File: src/rtl/sipo_deframer.sv
// Serial-in / parallel-out receive deframer: assembles WIDTH-bit MSB-first words
// aligned by frame_start and presents them on a valid/ready output register.
module sipo_deframer #(
  parameter int WIDTH      = 4,
  parameter bit CONTINUOUS = 1'b1
) (
  input  logic             clk,
  input  logic             rst_n,
  input  logic             serial_in,
  input  logic             bit_en,
  input  logic             frame_start,
  input  logic             out_ready,
  input  logic             overrun_clr,
  output logic [WIDTH-1:0] data_out,
  output logic             out_valid,
  output logic             overrun,
  output logic             frame_err,
  output logic             busy
);

  localparam int CW = $clog2(WIDTH) + 1;
  localparam logic [CW-1:0] CNT_LAST = CW'(WIDTH - 1);

  typedef enum logic {IDLE, SHIFT} state_e;

  state_e           state_q, state_d;
  // Only the first WIDTH-1 bits need storing; the last bit comes straight from serial_in.
  logic [WIDTH-2:0] shift_q, shift_d;
  logic [CW-1:0]    cnt_q, cnt_d;
  logic [WIDTH-1:0] data_q, data_d;
  logic             valid_q, valid_d;
  logic             overrun_q, overrun_d;
  logic             ferr_q, ferr_d;

  logic [WIDTH-1:0] ext;
  logic             complete;

  assign ext = {shift_q, serial_in};

  always_comb begin
    state_d   = state_q;
    shift_d   = shift_q;
    cnt_d     = cnt_q;
    data_d    = data_q;
    valid_d   = valid_q;
    overrun_d = overrun_q;
    ferr_d    = 1'b0;
    complete  = 1'b0;

    if (bit_en) begin
      if (frame_start) begin
        if (state_q == SHIFT && cnt_q != '0) ferr_d = 1'b1;
        shift_d    = '0;
        shift_d[0] = serial_in;
        cnt_d      = CW'(1);
        state_d    = SHIFT;
      end else if (state_q == SHIFT) begin
        if (cnt_q == CNT_LAST) begin
          complete = 1'b1;
          cnt_d    = '0;
          state_d  = CONTINUOUS ? SHIFT : IDLE;
        end else begin
          shift_d = ext[WIDTH-2:0];
          cnt_d   = cnt_q + CW'(1);
        end
      end
    end

    if (overrun_clr) overrun_d = 1'b0;

    // Clear is applied first so a same-edge drop still leaves overrun set.
    if (complete) begin
      if (!valid_q || out_ready) begin
        data_d  = ext;
        valid_d = 1'b1;
      end else begin
        overrun_d = 1'b1;
      end
    end else if (valid_q && out_ready) begin
      valid_d = 1'b0;
    end
  end

  always_ff @(posedge clk or negedge rst_n) begin
    if (!rst_n) begin
      state_q   <= IDLE;
      shift_q   <= '0;
      cnt_q     <= '0;
      data_q    <= '0;
      valid_q   <= 1'b0;
      overrun_q <= 1'b0;
      ferr_q    <= 1'b0;
    end else begin
      state_q   <= state_d;
      shift_q   <= shift_d;
      cnt_q     <= cnt_d;
      data_q    <= data_d;
      valid_q   <= valid_d;
      overrun_q <= overrun_d;
      ferr_q    <= ferr_d;
    end
  end

  assign data_out  = data_q;
  assign out_valid = valid_q;
  assign overrun   = overrun_q;
  assign frame_err = ferr_q;
  assign busy      = (state_q == SHIFT) && (cnt_q != '0);

endmodule
File: config.mk
export PLATFORM = sky130hd
export DESIGN_NAME = sipo_deframer
export DESIGN_NICKNAME = d
export VERILOG_FILES = /design/src/rtl/sipo_deframer.sv
export SDC_FILE = /design/constraint.sdc
export NUM_CORES = 1
export LEC_CHECK = 0
export ABC_AREA = 0
export BUFFER_PORTS_ARGS = -buffer_cell sky130_fd_sc_hd__buf_2
export CORE_UTILIZATION = 44
export DETAILED_ROUTE_END_ITERATION = 12
export PLACE_DENSITY_LB_ADDON = 0.1
export SLEW_MARGIN = 20
export SYNTH_ARGS = -nofsm -noshare
export SYNTH_HDL_FRONTEND = slang
export SYNTH_SLANG_ARGS = --single-unit
export TNS_END_PERCENT = 20
File: constraint.sdc
create_clock -name clk -period 1.7 [get_ports clk]
set_clock_uncertainty 0.2 [all_clocks]
set_input_delay 0.085 -clock clk [delete_from_list [all_inputs] [get_ports clk]]
set_output_delay 0.085 -clock clk [all_outputs]
set_load 0.005 [all_outputs]
# ---- Yosys cells after proc, flatten, opt, wreduce, memory -nomap -nowiden
# Index checks and enable logic that the tools add are counted.
dict set report word_totals {
  reg_bits 14
  output_inout_bits 8
  wordCells 43
}
dict set report op_classes {
  n_addsub 1
  n_eq_ne 3
  mux 21
  n_reduce_logical 11
}
# op n
set op_table {}
lappend op_table {{two-way mux 3 bit} 6}
lappend op_table {{two-way mux 1 bit} 15}
lappend op_table {{AND reduction 2 bit} 3}
lappend op_table {{nonzero test 2 bit} 2}
lappend op_table {{adder 3 x 1 -> 3 bit (second input constant)} 1}
lappend op_table {{equality test 3 x 2 -> 1 bit (second input constant)} 1}
lappend op_table {{AND reduction 3 bit} 1}
lappend op_table {{nonzero test 3 bit} 1}
lappend op_table {{logical AND 1 bit} 2}
lappend op_table {{!= test 2 x 1 -> 1 bit (second input constant)} 1}
lappend op_table {{!= test 2 bit (second input constant)} 1}
lappend op_table {{logical NOT 1 bit} 1}
lappend op_table {{logical OR 1 bit} 1}

# ---- Logic depth before layout (Yosys ltp)
# Gate-level depths: netlist (run 1).
dict set report logic_depth {
  depth_word 7
  ltp_mapped 5
}

# ---- Least setup slack after synthesis (run 1)
# OpenSTA, ideal clock, no wires.
dict set report synth_timing {
  path_type {reg2reg}
  startpoint {reg cnt_q[0]}
  endpoint {reg shift_q[0]}
  arrival_time_ps 1289
  required_ps 1375
  setup_slack_ps 86
  stages_incl_launch_ff 5
  period_less_slack_ps 1614
  cell_sequence {dfrtp_1 -> ha_1 -> nor2b_1 -> o21ai_1 -> mux2_2}
}
dict set report synth_between {
  elab_chain_cells 3
}
# element line
set synth_rtl {}
lappend synth_rtl {{start, declared} 29} ;# logic [CW-1:0] cnt_q, cnt_d;
lappend synth_rtl {{start signal, assigned} 96} ;# cnt_q <= cnt_d;
lappend synth_rtl {{equality test 3 x 2 -> 1 bit} 58} ;# if (cnt_q == CNT_LAST) begin
lappend synth_rtl {{!= test 2 bit (no source line)} --}
lappend synth_rtl {{AND reduction 3 bit (no source line)} --}
lappend synth_rtl {{end signal, assigned} 95} ;# shift_q <= shift_d;
lappend synth_rtl {{end, declared} 28} ;# logic [WIDTH-2:0] shift_q, shift_d;
# Every way passes these cells.
# A chain may end at the register's enable or synchronous reset.

# ---- Final worst setup path (run 1)
# Ends and elaborated chain as after synthesis.

==> results of run 1 <==
[final timing paths]
check	start	slack, ps	to
worst max register to register	cnt_q[0]$_DFFE_PN0P_	80	shift_q[0]$_DFFE_PN0P_
worst max-delay path	cnt_q[0]$_DFFE_PN0P_	80	shift_q[0]$_DFFE_PN0P_
min in group clk	data_out[3]$_DFFE_PN0P_	310	data_out[3]$_DFFE_PN0P_
max in group asynchronous	rst_n	1060	shift_q[1]$_DFFE_PN0P_
worst min register to register	data_out[3]$_DFFE_PN0P_	310	data_out[3]$_DFFE_PN0P_
worst min-delay path	rst_n	10	data_out[0]$_DFFE_PN0P_
[cell families (layout without fill, tap and decap cells)]
kind of cell / count (synthesis) / count (layout) / share of synthesized area, %
simple gates: 13 / 13 / 13.4
fa+ha+maj: 2 / 2 / 3.94
compound gates: 8 / 8 / 8.66
mux: 7 / 7 / 14.8
flops: 14 / 14 / 55.1
buf+inv: 5 / 31 / 4.13
[layer usage]
metal / wire (µm) / track usage (%) / vias up
met5: 0 / 0 / -
met4: 19 / 7.76 / 0
met3: 41 / 5.00 / 2
met2: 498 / 29.0 / 12
met1: 461 / 17.7 / 212
li1: - / - / 223
[where the power goes]
group	switching (mW)	total, mW	internal [mW]	leakage [nW]
registers	0.0455	0.459	0.414	0.177
clock network	0.103	0.185	0.0821	0.0138
logic	0.119	0.321	0.202	0.250
total	0.267	0.965	0.698	0.441
[stage by stage]
step,power (mW),hold slack (ps),utilization (%),cells
floorplan,0.654,-411,-,49
global placement,0.772,-209,55.8,80
detailed placement,0.775,-204,55.8,80
CTS,0.966,30.8,62.1,89
global route,1.05,53.1,63.1,90
finish,0.965,14.1,63.1,90
[flip-flops by register name (all words and copies together) (netlist names)]
name,cells
frame_err,1
cnt_q,3
shift_q,3
data_out,4
out_valid,1
overrun,1
state_q,1
[cell type report]
cell class                 count  area (µm²)
fill                         104         487
sequential                    14         350
multi-input combinational     30         264
timing repair buffer          24         160
clock buffer                   3        22.5
tap                           15        18.8
inverter                       4        15.0
[cells in the mapped netlist]
cell                       count  area, µm²
sky130_fd_sc_hd__nor2b_1       1       6.26
sky130_fd_sc_hd__nand2b_1      1       6.26
sky130_fd_sc_hd__o21ai_0       1       5.00
sky130_fd_sc_hd__a22o_2        1       10.0
sky130_fd_sc_hd__ha_1          2       25.0
sky130_fd_sc_hd__o21ai_1       1       5.00
sky130_fd_sc_hd__inv_1         4       15.0
sky130_fd_sc_hd__nor2_1        1       3.75
sky130_fd_sc_hd__a21boi_0      1       7.51
sky130_fd_sc_hd__mux2_4        4       60.1
sky130_fd_sc_hd__and2b_2       2       17.5
sky130_fd_sc_hd__mux2_2        3       33.8
sky130_fd_sc_hd__and3b_1       1       8.76
sky130_fd_sc_hd__a21o_2        1       8.76
sky130_fd_sc_hd__nand2_1       4       15.0
sky130_fd_sc_hd__nand2b_4      1       13.8
sky130_fd_sc_hd__buf_6         1       11.3
sky130_fd_sc_hd__a21o_1        1       7.51
sky130_fd_sc_hd__a21oi_1       1       5.00
sky130_fd_sc_hd__and3_2        1       7.51
sky130_fd_sc_hd__dfrtp_1      14        350
sky130_fd_sc_hd__o22ai_1       1       6.26
sky130_fd_sc_hd__and3_1        1       6.26
[what timing repair did]
action,CTS,global route
gates resized for setup,0,2
endpoints found under the setup margin,0,7
endpoints found under the hold margin,22,0
hold buffers,6,0
buffers inserted,0,1
==> impl_metrics.env, run 1 <==
export IMPL_ys_types=23
export IMPL_power_per_cell_area_nw_per_um2=1160
export IMPL_initial_utilization_pct=48.2
export IMPL_grt_setup_unrepaired="true"
export IMPL_place_area_um2=736
export IMPL_grt_pass1_vias=409
export IMPL_chipHeight_um=40.0
export IMPL_synth_warning_count=0
export IMPL_tns_ps=0
export IMPL_io_buffers=14
export IMPL_r2r_cells=5
export IMPL_clockRootBuffer="sky130_fd_sc_hd__clkbuf_4"
export IMPL_synthesis_nets=58
export IMPL_synth_area_per_cell_um2=13.0
export IMPL_timing_final_hold_violations=0
export IMPL_cpPeakStageDelay_ps=390
export IMPL_critical_path_slowest_cell="sky130_fd_sc_hd__dfrtp_1"
export IMPL_cts_sinks=14
export IMPL_globalplace_congestion=0.726
export IMPL_setup_ws_ps=80.2
export IMPL_ratio_of_cells_with_drive_above_1_in_the_final_layout_pct=46.7
export IMPL_cp_buffers_inverters=1
export IMPL_vias=449
export IMPL_syn_area_um2=636
export IMPL_drtIter0Drc=1
export IMPL_drt_total_wl_um=1020
export IMPL_critical_path_peak_fanout=4
export IMPL_layout_min_cycle_time_ps=1620
export IMPL_slew_viol_final=0
export IMPL_outcome="finished, final reports clean"
export IMPL_timing_critical_path_required_ps=1670
export IMPL_antenna_violating_nets_post_route=0
export IMPL_floorplan_die_width_um=40.0
export IMPL_setup_viol=0
export IMPL_num_nets_final=86
export IMPL_max_freq_mhz=617
export IMPL_postLayoutCellArea_um2=831
export IMPL_cts_clk_slew_worst_paths_ps=80
export IMPL_synth_sequential_area_ratio_pct=55.1
export IMPL_cts_root_to_sink_buffers=2
export IMPL_critPathLaunchType="register"
export IMPL_ant_diodes=0
export IMPL_critPathTopFamily="flip-flops"
export IMPL_cellLeakagePower_nw=0.441
export IMPL_cts_htree_levels=1
export IMPL_grt_first_pass_wirelength_um=1640
export IMPL_pin_count=15
export IMPL_netlist_instances=49
export IMPL_worst_setup_path_type="reg -> reg"
export IMPL_hold_path_class="in -> async"
export IMPL_crit_chain="ha_1 > nor2b_1 > o21ai_1 > buf_4 > mux2_2"
export IMPL_slew_headroom_pct=80.4
export IMPL_router_iterations_before_antenna_repair=2
export IMPL_ir_drop_v=0.000683
export IMPL_fin_crit_sh_pct=95.3
export IMPL_highest_count_cells_in_the_layout_ignoring_fill_and_taps="14 x sky130_fd_sc_hd__dfrtp_1, 14 x sky130_fd_sc_hd__buf_2, 6 x sky130_fd_sc_hd__dlygate4sd3_1"
export IMPL_tritoncts="yes"
export IMPL_pin_count_of_the_biggest_net_entering_global_routing=15
export IMPL_drt_vias_per_instance=4.99
export IMPL_routed_wire_length_per_instance_um=11.3
export IMPL_grt_total_usage_pct=16.5
export IMPL_clock_insertion_delay_at_the_later_pin_of_the_skew_report_ps=280
export IMPL_worst_ep_arrival_time_ps=1590
export IMPL_critical_path_cell_count=5
export IMPL_areaGrowthSynthToFinish_pct=30.7
export IMPL_count_of_maximum_capacitance_violations=0
export IMPL_preCtsSetupSlack_ps=49.7
export IMPL_placeableCoreArea_um2=1320
export IMPL_die_area_um2=1600
export IMPL_worst_slew_pin_transition_ps=295
export IMPL_ys_seq_elements=14
export IMPL_grt_ovfl_total=0
export IMPL_grt_antenna_before_repair=0
export IMPL_timing_critical_path_to_type="register"
export IMPL_drc=0
export IMPL_fp_row_count=13
export IMPL_place_detailed_hpwl_um=767
export IMPL_number_of_clock_buffers_inserted_by_tritoncts=3
No activity file was read; power rests on OpenSTA's default activity.
==> inputs of run 2 (changes only) <==
--- a/config.mk
+++ b/config.mk
@@ -6,7 +6,7 @@
 export NUM_CORES = 1
 export LEC_CHECK = 0
 export ABC_AREA = 0
-export BUFFER_PORTS_ARGS = -buffer_cell sky130_fd_sc_hd__buf_2
+export BUFFER_PORTS_ARGS = -buffer_cell sky130_fd_sc_hd__buf_4
 export CORE_UTILIZATION = 44
 export DETAILED_ROUTE_END_ITERATION = 12
 export PLACE_DENSITY_LB_ADDON = 0.1
==> impl_metrics.env, run 2 (synthesized netlist as in run 1, its figures left out) <==
export IMPL_fp_row_count=13
export IMPL_globalplace_congestion=0.754
export IMPL_timing_critical_path_to_type="register"
export IMPL_critPathLaunchType="register"
export IMPL_fillers=113
export IMPL_count_of_maximum_capacitance_violations=0
export IMPL_layout_cells_most_common="sky130_fd_sc_hd__buf_4"
export IMPL_clockRootBuffer="sky130_fd_sc_hd__clkbuf_4"
export IMPL_cts_htree_levels=1
export IMPL_layout_area_seq_um2=350
export IMPL_largest_register_ffs=4
export IMPL_layout_min_cycle_time_ps=1620
export IMPL_vias=438
export IMPL_worst_ep_arrival_time_ps=1580
export IMPL_pin_count=15
export IMPL_placeableCoreArea_um2=1320
export IMPL_pin_count_of_the_biggest_net_entering_global_routing=15
export IMPL_reg2reg_to="data_out[3]$_DFFE_PN0P_"
export IMPL_clock_insertion_delay_at_the_later_pin_of_the_skew_report_ps=260
export IMPL_critPathTopFamily="simple AND/OR/NAND/NOR gates"
export IMPL_r2r_start="cnt_q[1]$_DFFE_PN0P_"
export IMPL_drtIter0Drc=6
export IMPL_number_of_buffers_inserted_to_repair_setup_after_cts=0
export IMPL_outcome="finished, final reports clean"
export IMPL_slew_headroom_pct=85.1
export IMPL_cellLeakagePower_nw=0.443
export IMPL_postLayoutCellArea_um2=857
export IMPL_io_buffers=14
export IMPL_number_of_clock_buffers_inserted_by_tritoncts=3
export IMPL_grt_first_pass_wirelength_um=1790
export IMPL_setup_ws_ps=75.1
export IMPL_floorplan_die_width_um=40.0
export IMPL_drt_vias_per_instance=4.92
export IMPL_ir_drop_v=0.000647
export IMPL_initial_utilization_pct=48.2
export IMPL_cpPeakStageDelay_ps=360
export IMPL_final_core_utilization_pct=65.1
export IMPL_worst_r2r_setup_slack_ps=80
export IMPL_place_detailed_instances=80
export IMPL_ant_diodes=0
export IMPL_ratio_of_cells_with_drive_above_1_in_the_final_layout_pct=47.3
export IMPL_r2r_cells=4
export IMPL_cp_buffers_inverters=0
export IMPL_drt_total_wl_um=1140
export IMPL_max_freq_mhz=615
export IMPL_cts_clk_slew_worst_paths_ps=70
export IMPL_num_nets_final=85
export IMPL_fin_crit_sh_pct=95.6
export IMPL_crit_chain="ha_2 > nor2b_1 > and3_2 > mux2_4"
export IMPL_place_area_um2=771
export IMPL_grt_ovfl_total=0
export IMPL_areaGrowthSynthToFinish_pct=34.8
export IMPL_stdcell_count=89
export IMPL_worst_slew_pin_transition_ps=221
export IMPL_antenna_violating_nets_post_route=0
export IMPL_die_area_um2=1600
export IMPL_drc=0
export IMPL_critical_path_slowest_cell="sky130_fd_sc_hd__dfrtp_1"
export IMPL_timing_final_hold_violations=0
export IMPL_worst_setup_path_type="reg -> reg"
export IMPL_highest_count_cells_in_the_layout_ignoring_fill_and_taps="17 x sky130_fd_sc_hd__buf_4, 14 x sky130_fd_sc_hd__dfrtp_1, 6 x sky130_fd_sc_hd__dlygate4sd3_1"
export IMPL_cts_root_to_sink_buffers=2
export IMPL_grt_antenna_before_repair=0
export IMPL_power_per_cell_area_nw_per_um2=1140
export IMPL_tritoncts="yes"
export IMPL_hold_path_class="in -> async"
export IMPL_router_iterations_before_antenna_repair=3
export IMPL_timing_critical_path_required_ps=1650
export IMPL_footprint_of_the_multi_input_gates_um2=263
export IMPL_grt_pass1_vias=450
export IMPL_critical_path_peak_fanout=4
export IMPL_preCtsSetupSlack_ps=40.1
export IMPL_tns_ps=0
export IMPL_setup_viol=0
export IMPL_chipHeight_um=40.0
export IMPL_grt_total_usage_pct=17.6
export IMPL_cts_sinks=14
export IMPL_routed_wire_length_per_instance_um=12.8
export IMPL_slew_viol_final=0
export IMPL_grt_setup_unrepaired="false"
[run 2: cell types whose count changed in the layout (fill, tap and decap cells not counted), sizes merged]
cell  previous run  this run
buf             18        17
[run 2: worst max path at each step]
stage / start / to / slack (ps) / depth (start not counted)
3_3_place_gp: cnt_q[1]$_DFFE_PN0P_ / data_out[3]$_DFFE_PN0P_ / 60 / 4
2_1_floorplan: cnt_q[0]$_DFFE_PN0P_ / shift_q[0]$_DFFE_PN0P_ / 90 / 4
3_5_place_dp: cnt_q[1]$_DFFE_PN0P_ / data_out[2]$_DFFE_PN0P_ / 40 / 4
5_1_grt: cnt_q[1]$_DFFE_PN0P_ / data_out[3]$_DFFE_PN0P_ / 7 / 4
4_1_cts: cnt_q[1]$_DFFE_PN0P_ / data_out[3]$_DFFE_PN0P_ / 20 / 4
6_report: cnt_q[1]$_DFFE_PN0P_ / data_out[3]$_DFFE_PN0P_ / 80 / 4
[run 2: metal layers]
metal | wire length (µm) | global-route usage [%]
met5 | 0 | 0
met3 | 58 | 3.89
met1 | 529 | 19.9
met4 | 19 | 12.9
met2 | 532 | 29.0
[run 2: timing repair]
action	4_1_cts	5_1_grt
endpoints found under the hold margin	22	0
setup endpoints to repair	0	5
hold buffers	6	0
gates resized for setup	0	2
[run 2: report_power, final]
part / internal [mW] / switching, mW / leakage (nW)
Combinational: 0.227 / 0.116 / 0.252
Sequential: 0.414 / 0.0516 / 0.177
Clock: 0.0817 / 0.0887 / 0.0138
[run 2: metrics by stage]
step                hold WS, ps  power [mW]
floorplan                  -411       0.654
global placement           -259       0.804
detailed placement         -258       0.808
CTS                        3.56       0.994
global route               12.5        1.06
finish                     2.25       0.980
[run 2: final cells by class]
type / instances / area share (%)
repair buffers: 23 / 21.9
flip-flops and latches: 14 / 40.9
inverters: 4 / 1.75
well taps: 15 / 2.19
multi-input cells: 30 / 30.7
clock buffers: 3 / 2.63
